**src/rtl/snake_pkg.sv**
```systemverilog
// Shared definitions for the snake game plotting path: FSM encoding,
// screen geometry, cell size and the packed draw-request record.
package snake_pkg;

  typedef enum logic [1:0] {
    ST_IDLE  = 2'd0,
    ST_DRAW  = 2'd1,
    ST_CLEAR = 2'd2
  } state_t;

  localparam int SCREEN_W  = 160;
  localparam int SCREEN_H  = 120;
  localparam int CELL_SIZE = 4;
  localparam int CELL_PIX  = CELL_SIZE * CELL_SIZE;
  localparam int COLOUR_W  = 3;
  localparam int X_W       = 8;
  localparam int Y_W       = 7;
  localparam int REQ_W     = X_W + Y_W + COLOUR_W;

  // One queued cell: top-left corner plus fill colour.
  typedef struct packed {
    logic [X_W-1:0]      x;
    logic [Y_W-1:0]      y;
    logic [COLOUR_W-1:0] colour;
  } plot_req_t;

endpackage

```
**src/rtl/plot_req_fifo.sv**
```systemverilog
// Small synchronous FIFO holding pending cell draw requests.
// The head entry is always visible on 'head' (first-word read port).
module plot_req_fifo
  import snake_pkg::*;
#(
  parameter int DEPTH = 4,
  parameter int W     = REQ_W
) (
  input  logic         clk,
  input  logic         resetn,
  input  logic         push,
  input  logic [W-1:0] push_data,
  input  logic         pop,
  output logic [W-1:0] head,
  output logic         full,
  output logic         empty
);

  localparam int AW = $clog2(DEPTH);

  logic [W-1:0]  mem [DEPTH];
  logic [AW:0]   wr_ptr_q, wr_ptr_d;
  logic [AW:0]   rd_ptr_q, rd_ptr_d;
  logic          do_push;
  logic          do_pop;

  // Extra pointer MSB distinguishes full from empty when the indices match.
  assign full    = (wr_ptr_q[AW] != rd_ptr_q[AW]) && (wr_ptr_q[AW-1:0] == rd_ptr_q[AW-1:0]);
  assign empty   = (wr_ptr_q == rd_ptr_q);
  assign do_push = push && !full;
  assign do_pop  = pop && !empty;
  assign head    = mem[rd_ptr_q[AW-1:0]];

  // Pointer advance for accepted pushes and pops.
  always_comb begin
    wr_ptr_d = wr_ptr_q;
    rd_ptr_d = rd_ptr_q;
    if (do_push) wr_ptr_d = wr_ptr_q + 1'b1;
    if (do_pop)  rd_ptr_d = rd_ptr_q + 1'b1;
  end

  // Pointer registers; storage needs no reset because empty gates all reads.
  always_ff @(posedge clk or negedge resetn) begin
    if (!resetn) begin
      wr_ptr_q <= '0;
      rd_ptr_q <= '0;
    end else begin
      wr_ptr_q <= wr_ptr_d;
      rd_ptr_q <= rd_ptr_d;
    end
  end

  generate
    for (genvar gi = 0; gi < DEPTH; gi++) begin : g_entry
      // Capture the pushed request into the slot addressed by the write pointer.
      always_ff @(posedge clk) begin
        if (do_push && (wr_ptr_q[AW-1:0] == AW'(gi))) mem[gi] <= push_data;
      end
    end
  endgenerate

endmodule

```
**src/rtl/block_plot_engine.sv**
```systemverilog
// Expands queued 4x4 cell draw requests and full-screen clear sweeps into
// single-pixel plots for vga_adapter. All vga_* outputs are registered.
module block_plot_engine
  import snake_pkg::*;
#(
  parameter int            FIFO_DEPTH   = 4,
  parameter int            SCREEN_W     = snake_pkg::SCREEN_W,
  parameter int            SCREEN_H     = snake_pkg::SCREEN_H,
  parameter logic [2:0]    CLEAR_COLOUR = 3'b000
) (
  input  logic                 clk,
  input  logic                 resetn,
  input  logic                 req_valid,
  output logic                 req_ready,
  input  logic [X_W-1:0]       req_x,
  input  logic [Y_W-1:0]       req_y,
  input  logic [COLOUR_W-1:0]  req_colour,
  input  logic                 clear_req,
  output logic                 busy,
  output logic                 done,
  output logic [X_W-1:0]       vga_x,
  output logic [Y_W-1:0]       vga_y,
  output logic [COLOUR_W-1:0]  vga_colour,
  output logic                 vga_plot
);

  localparam logic [X_W-1:0] X_LAST   = X_W'(SCREEN_W - 1);
  localparam logic [Y_W-1:0] Y_LAST   = Y_W'(SCREEN_H - 1);
  localparam logic [X_W:0]   X_LIMIT  = (X_W+1)'(SCREEN_W);
  localparam logic [Y_W:0]   Y_LIMIT  = (Y_W+1)'(SCREEN_H);
  localparam logic [3:0]     OFF_LAST = 4'(CELL_PIX - 1);

  state_t                state_q, state_d;
  logic [3:0]            offset_q, offset_d;
  logic [X_W-1:0]        sweep_x_q, sweep_x_d;
  logic [Y_W-1:0]        sweep_y_q, sweep_y_d;
  plot_req_t             cur_q, cur_d;
  logic                  clear_pending_q, clear_pending_d;
  logic [X_W-1:0]        vga_x_q, vga_x_d;
  logic [Y_W-1:0]        vga_y_q, vga_y_d;
  logic [COLOUR_W-1:0]   vga_colour_q, vga_colour_d;
  logic                  vga_plot_q, vga_plot_d;
  logic                  last_q, last_d;
  logic                  done_q, done_d;

  logic                  fifo_full, fifo_empty, fifo_pop;
  logic [REQ_W-1:0]      fifo_head;
  logic [X_W-1:0]        pix_x;
  logic [Y_W-1:0]        pix_y;
  logic                  dispatch;

  plot_req_fifo #(
    .DEPTH (FIFO_DEPTH),
    .W     (REQ_W)
  ) u_fifo (
    .clk       (clk),
    .resetn    (resetn),
    .push      (req_valid),
    .push_data ({req_x, req_y, req_colour}),
    .pop       (fifo_pop),
    .head      (fifo_head),
    .full      (fifo_full),
    .empty     (fifo_empty)
  );

  assign req_ready  = !fifo_full;
  assign busy       = (state_q != ST_IDLE) || !fifo_empty || clear_pending_q;
  assign done       = done_q;
  assign vga_x      = vga_x_q;
  assign vga_y      = vga_y_q;
  assign vga_colour = vga_colour_q;
  assign vga_plot   = vga_plot_q;

  // Next-state, pixel generation and the shared "pick next operation" step
  // used from IDLE, at the end of a cell and at the end of a sweep.
  always_comb begin
    state_d         = state_q;
    offset_d        = offset_q;
    sweep_x_d       = sweep_x_q;
    sweep_y_d       = sweep_y_q;
    cur_d           = cur_q;
    clear_pending_d = clear_pending_q || clear_req;
    vga_x_d         = vga_x_q;
    vga_y_d         = vga_y_q;
    vga_colour_d    = vga_colour_q;
    vga_plot_d      = 1'b0;
    last_d          = 1'b0;
    done_d          = last_q;
    fifo_pop        = 1'b0;
    dispatch        = 1'b0;
    pix_x           = cur_q.x + X_W'(offset_q[1:0]);
    pix_y           = cur_q.y + Y_W'(offset_q[3:2]);

    case (state_q)
      ST_IDLE: dispatch = 1'b1;
      ST_DRAW: begin
        vga_x_d      = pix_x;
        vga_y_d      = pix_y;
        vga_colour_d = cur_q.colour;
        vga_plot_d   = ({1'b0, pix_x} < X_LIMIT) && ({1'b0, pix_y} < Y_LIMIT);
        offset_d     = offset_q + 4'd1;
        if (offset_q == OFF_LAST) begin
          last_d   = 1'b1;
          dispatch = 1'b1;
        end
      end
      ST_CLEAR: begin
        vga_x_d      = sweep_x_q;
        vga_y_d      = sweep_y_q;
        vga_colour_d = CLEAR_COLOUR;
        vga_plot_d   = 1'b1;
        if (sweep_x_q == X_LAST) begin
          sweep_x_d = '0;
          if (sweep_y_q == Y_LAST) begin
            last_d   = 1'b1;
            dispatch = 1'b1;
          end else begin
            sweep_y_d = sweep_y_q + 1'b1;
          end
        end else begin
          sweep_x_d = sweep_x_q + 1'b1;
        end
      end
      default: state_d = ST_IDLE;
    endcase

    // A pending clear always wins over queued cells; the queue is kept.
    if (dispatch) begin
      if (clear_pending_q) begin
        state_d         = ST_CLEAR;
        clear_pending_d = clear_req;
        sweep_x_d       = '0;
        sweep_y_d       = '0;
      end else if (!fifo_empty) begin
        state_d  = ST_DRAW;
        fifo_pop = 1'b1;
        cur_d    = plot_req_t'(fifo_head);
        offset_d = '0;
      end else begin
        state_d = ST_IDLE;
      end
    end
  end

  // State and registered outputs; reset abandons any operation in flight.
  always_ff @(posedge clk or negedge resetn) begin
    if (!resetn) begin
      state_q         <= ST_IDLE;
      offset_q        <= '0;
      sweep_x_q       <= '0;
      sweep_y_q       <= '0;
      cur_q           <= '0;
      clear_pending_q <= 1'b0;
      vga_x_q         <= '0;
      vga_y_q         <= '0;
      vga_colour_q    <= '0;
      vga_plot_q      <= 1'b0;
      last_q          <= 1'b0;
      done_q          <= 1'b0;
    end else begin
      state_q         <= state_d;
      offset_q        <= offset_d;
      sweep_x_q       <= sweep_x_d;
      sweep_y_q       <= sweep_y_d;
      cur_q           <= cur_d;
      clear_pending_q <= clear_pending_d;
      vga_x_q         <= vga_x_d;
      vga_y_q         <= vga_y_d;
      vga_colour_q    <= vga_colour_d;
      vga_plot_q      <= vga_plot_d;
      last_q          <= last_d;
      done_q          <= done_d;
    end
  end

endmodule

```
**config.mk**
```make
export PLATFORM = sky130hd
export DESIGN_NAME = block_plot_engine
export DESIGN_NICKNAME = d
export VERILOG_FILES = /design/src/rtl/snake_pkg.sv /design/src/rtl/plot_req_fifo.sv /design/src/rtl/block_plot_engine.sv
export SDC_FILE = /design/constraint.sdc
export NUM_CORES = 1
export LEC_CHECK = 0
export ABC_AREA = 1
export CAP_MARGIN = 15
export CORE_ASPECT_RATIO = 1.25
export CORE_UTILIZATION = 50
export DETAILED_ROUTE_END_ITERATION = 8
export HOLD_SLACK_MARGIN = 0.15
export PLACE_DENSITY_LB_ADDON = 0.12
export SYNTH_ARGS = -nofsm -noshare
export SYNTH_HDL_FRONTEND = slang
export SYNTH_SLANG_ARGS = --single-unit
```
**constraint.sdc**
```tcl
create_clock -name clk -period 2.2 [get_ports clk]
set_input_delay 0.33 -clock clk [delete_from_list [all_inputs] [get_ports clk]]
set_output_delay 0.33 -clock clk [all_outputs]
set_load 0.005 [all_outputs]
```
### After elaboration in Yosys (flattened, before gate mapping)

Memory sizes are Yosys's and may differ from the RTL's. A register that Yosys moved wholly into a read port is not among the register bits.
Cells that the tools add are included.

* $add $sub $neg: 7
* $lt $le $gt $ge: 2
* equal/unequal tests: 12
* muxes and demuxes: 48
* bitwise operators: 2
* reduce and logical (&&, ||, !) cells: 23

Operators by type and width (count)
* $mux W18: 3
* $reduce_or A18 Y1: 3
* $mux W7: 5
* $mux W8: 4
* $mux W1: 20
* $mux W4: 4
* $pmux W8 S2: 1
* $pmux W7 S2: 1
* $mux W2: 6
* $add A8 B1 Y8 const B: 1
* $add A8 B2 Y8: 1
* $eq A8 B8 Y1 const B: 1
* $logic_and A1 B1 Y1: 8
* $lt A8 B8 Y1 const B: 1
* $add A7 B1 Y7 const B: 1
* $add A7 B2 Y7: 1
* $eq A7 B7 Y1 const B: 1
* $lt A7 B7 Y1 const B: 1
* $add A3 B1 Y3 const B: 2
* $eq A2 B2 Y1 const B: 3
* $pmux W3 S2: 1
* $add A4 B1 Y4 const B: 1
* $eq A2 B1 Y1 const B: 2
* $eq A4 B4 Y1 const B: 1
* 13 further kinds: 21

* flip-flop bits (word level): 49
* RAM bits: 72
* input port bits: 22
* output and inout bits: 22
* memories: 1

Memories
* u_fifo.mem: depth 4, width 18, rd ports 1, clocked after Yosys merged registers in 1, wr ports 1, line plot_req_fifo.sv:21 `logic [W-1:0] mem [DEPTH];`

### Depth between registers and ports, before layout

* word-level depth: 11
* mapped depth: 13

### Modules after synthesis

From an unflattened synthesis, not the netlist that was laid out.

* cell total of the unflattened synthesis: 647
* area, all modules: 6457.4 um2

Modules (own cells, without submodules)
* block_plot_engine: instances 1, cells an instance 412, area an instance 3373.2 um2, seq. area each 1526.5 um2
* plot_req_fifo: instances 1, cells an instance 235, area an instance 3084.2 um2, seq. area each 2312.2 um2

### Worst setup path after synthesis

Ideal clock, no wire load.

* kind: register to register
* start point: reg u_fifo.rd_ptr_q[1]
* end point: mem u_fifo.mem[3][0] in the netlist's numbering (enable)
* arrival: 1792 ps
* required time: 1805 ps
* setup slack: 13 ps
* stages on the path, launching flop included: 6
* path buffers: 1
* clock period less this slack: 2187 ps
* path through: dfrtp_1 > buf_4 > xnor2_1 > nand3b_1 > nand2_1 > nor2_1

* longest elaborated chain between the ends: 11
* elaborated cells between the ends (all ways): 25
* those cells by class: eq/ne (1); mux (14); reduce/logical (10)

RTL lines
* start: declaration: line plot_req_fifo.sv:23 `logic [AW:0] rd_ptr_q, rd_ptr_d;`
* start signal: assignment: line plot_req_fifo.sv:49 `rd_ptr_q <= rd_ptr_d;`
* $eq A2 B2 Y1 *: line plot_req_fifo.sv:28 `assign full = (wr_ptr_q[AW] != rd_ptr_q[AW]) && (wr_ptr_q[AW-1:0] == rd_ptr_q[AW-1:0]);`
* $logic_and A1 B1 Y1 *: line plot_req_fifo.sv:28
* $logic_not A1 Y1 *
* via req_ready: line block_plot_engine.sv:14 `output logic req_ready,`
* $logic_and A1 B1 Y1 *: line plot_req_fifo.sv:30 `assign do_push = push && !full;`
* $logic_and A1 B1 Y1: line plot_req_fifo.sv:57 `if (do_push && (wr_ptr_q[AW-1:0] == AW'(gi))) mem[gi] <= push_data;`
* $mux W1: line plot_req_fifo.sv:57
* $mux W1 (not written as such): line plot_req_fifo.sv:57
* $reduce_or A18 Y1 (no line)
* $mux W2 (no line) / $mux W1 (equally long branches) (3 in series)
* end: declaration: line plot_req_fifo.sv:21

The timed path passes the listed nets; every way through them passes the cells marked *.

### Worst setup path after layout

* start point: reg state_q[0]
* end point: out busy

* longest elaborated chain between the ends: 3

RTL lines
* start: declaration: line block_plot_engine.sv:33 `state_t state_q, state_d;`
* start signal: assignment: line block_plot_engine.sv:161 `state_q <= state_d;`
* $reduce_bool A2 Y1: line block_plot_engine.sv:67 `assign busy = (state_q != ST_IDLE) || !fifo_empty || clear_pending_q;`
* $logic_or A1 B1 Y1 (2 in series): line block_plot_engine.sv:67
* end: declaration: line block_plot_engine.sv:19 `output logic busy,`

No other way between the ends.

==> results.cfg <==
[critical_path]
crit_start = state_q[0]
cp.arrival_ns = 1.77
crit_path_end_kind = primary output
crit_required_ns = 1.87
r2r_end = sweep_x_q[7]
worstReg2RegStart = state_q[0]
critPathLaunchType = register
rrSetupSlack_ns = 0.24
cp_cell_sequence = inv_1 -> ha_1 -> nand3b_1 -> clkdlybuf4s50_1
max_stage_delay_ns = 0.50
path_buf_inv = 2
ff2ff_path_depth = 10
endpoint = busy
criticalPathCategory = reg -> out
slowest_stage = clkdlybuf4s50_1
path_depth = 4
path_max_fanout = 5
cpLargestDelayFamily = buffers and inverters

[route]
avgRoutedWirePerCell_um = 14.7
drcViolationCount = 0
drt_first_pass_iters = 4
drtIter0Drc = 320
wirelength_mm = 12.8
antenna_left = 0
vias = 4556
viasPerCell = 5.26

[place]
post_dp_cell_area_um2 = 7030
portBuffers = 43
dp_hpwl_mm = 8.54
gp_congestion = 0.875
placed_cells = 833

[timing]
period_needed_ns = 2.10
rsz0062_at_grt = false
worstMarginPinSlew_ns = 0.569
skew_ns = 0.00913
setup_viol = 0
maxSlewHeadroom_pct = 62.0
hold_violations = 0
drv_slew = 0
finalCritPeriodShare_pct = 95.7
fmax_mhz = 475
fin_tns_setup_ns = 0

[clock_network]
cts-root-buf = clkbuf_16
clk_latency_ns = 0.41
clk_pin_slew_worst_paths_ns = 0.06
cts_tree = done
h-tree-depth = 4
cts_buffers = 17
post_cts.repair.setup_buffers = 0
clock_sinks = 139
clk_path_buf_depth = 2

[hold_path]
hold_start = done_d
hp-class = reg -> reg

[pwr]
finalPower_mw = 10.6
vdd_ir_drop_max_mv = 0.791
powerDensity_nw_per_um2 = 1380
p_leak_nw = 3.37

[flow_run]
drv_cap = 0

[die]
rows = 45
start_util_pct = 52.0
fp.dieArea_um2 = 13200
design.core.area_um2 = 12300
fp.dieH_um = 128
die_width_um = 103
io_pins = 44

[global_route]
grt_max_degree = 40
track_usage_pct = 21.5
grt-ovfl-total = 0
grt_pass1_vias = 4513
grt_pass1_wl_mm = 21.2
antenna_found_initial = 0

[cells_and_area]
finalNonFillerCells = 866
fillers = 1059
drive_gt1_share_pct = 9.26
ff_latch_area_um2 = 3840
area_delta_synth_final_pct = 19.6
layout.nets = 730
utilization_pct = 62.3
multi_input_area_um2 = 2240
fin_area_um2 = 7640
n_antenna_cell = 0

[yosys]
synth_edf_count = 72
synth_seq_area_share_pct = 60.1
synth_top_area_share_pct = 33.8
yosysMostFrequentCell = nand2_1
ys_types = 38
syn_area_um2 = 6390
ys.warnings.count = 0
syn_avg_cell_area_um2 = 10.1
syn_nets = 674
synthTopCellsByCount = nand2_1 (121), nor2_1 (89), edfxtp_1 (72), dfrtp_1 (67), o21ai_0 (65)
yosys.area.top_type = edfxtp_1
synth_cells = 633
yosys_most_used_dff = edfxtp_1
ys_ff_latch = 139
async_flop_share_pct = 48.2
synth_area_leaders = edfxtp_1 (34%), dfrtp_1 (26%), nand2_1 (7.1%)

[outcome]
outcome = finished clean
## final cells by class
| cell class | count | share of cell area (%) |
|---|---|---|
| Multi-Input combinational cell | 417 | 29.3 |
| Clock buffer | 19 | 5.66 |
| Sequential cell | 139 | 50.2 |
| Tap cell | 164 | 2.68 |
| Clock inverter | 13 | 1.96 |
| Inverter | 50 | 2.47 |
| Timing Repair Buffer | 64 | 7.66 |
## worst min path at each step
stage / slack, ns / depth (start not counted) / endpoint
after floorplan: 0.03 / 0 / clear_pending_q
after global placement: 0.33 / 0 / done
after detailed placement: 0.34 / 0 / done
after CTS: 0.35 / 0 / done
after global routing: 0.36 / 0 / done
final: 0.35 / 0 / done
## power by group
part	switching (mW)	total [mW]	internal, mW
clock	1.03	2.80	1.77
sequential	0.435	3.98	3.54
combinational	2.31	3.81	1.50
total	3.78	10.6	6.81
## state kept, by name (all words and copies together) (netlist names), 4 cells and up
register    count
cur_q          18
offset_q        4
sweep_y_q       7
vga_x           8
sweep_x_q       8
u_fifo.mem     72
vga_y           7
## metrics by stage
step,setup slack (ns),hold slack [ns]
after CTS,0.0561,0.352
after global routing,0.0178,0.362
after global placement,0.299,0.333
final,0.0952,0.349
after detailed placement,0.252,0.340
after floorplan,0.0130,0.0344
## cells by family after synthesis
logic type      after synthesis  share of synthesized area [%]
flops                       139                           60.1
mux                           2                          0.313
simple gates                279                           19.8
compound gates               99                           8.19
fa+ha+maj                    19                           3.96
buf+inv                      77                           5.17
xor+xnor                     18                           2.47
## timing repair
action                     CTS  global route
hold buffers                 1             0
resized for setup            0             3
hold endpoints to repair    67             0
setup endpoints to repair    0             2
## cell usage in the layout (no fill, tap or decap), types with 3 or more instances in the layout
cell	n
a21oi_1	19
buf_4	20
bufinv_16	3
clkbuf_16	17
clkdlybuf4s50_1	42
clkinv_1	4
clkinv_2	5
dfrtp_1	67
edfxtp_1	72
ha_1	17
inv_1	47
nand2_1	121
nand3_1	24
nand3b_1	5
nand4_1	26
nor2_1	89
o21a_1	3
o21ai_0	65
o21ai_1	3
o21bai_1	3
or2_2	3
xnor2_1	3
xor2_1	12
## metal layers
| metal | up-vias | global-route usage [%] | wire length (um) |
|---|---|---|---|
| met5 | - | 0 | 0 |
| met4 | 0 | 9.11 | 283 |
| met3 | 22 | 5.16 | 484 |
| met2 | 110 | 37.9 | 6750 |
| met1 | 2180 | 24.7 | 5230 |
| li1 | 2244 | - | - |
Power figures use the tool's default switching activity.
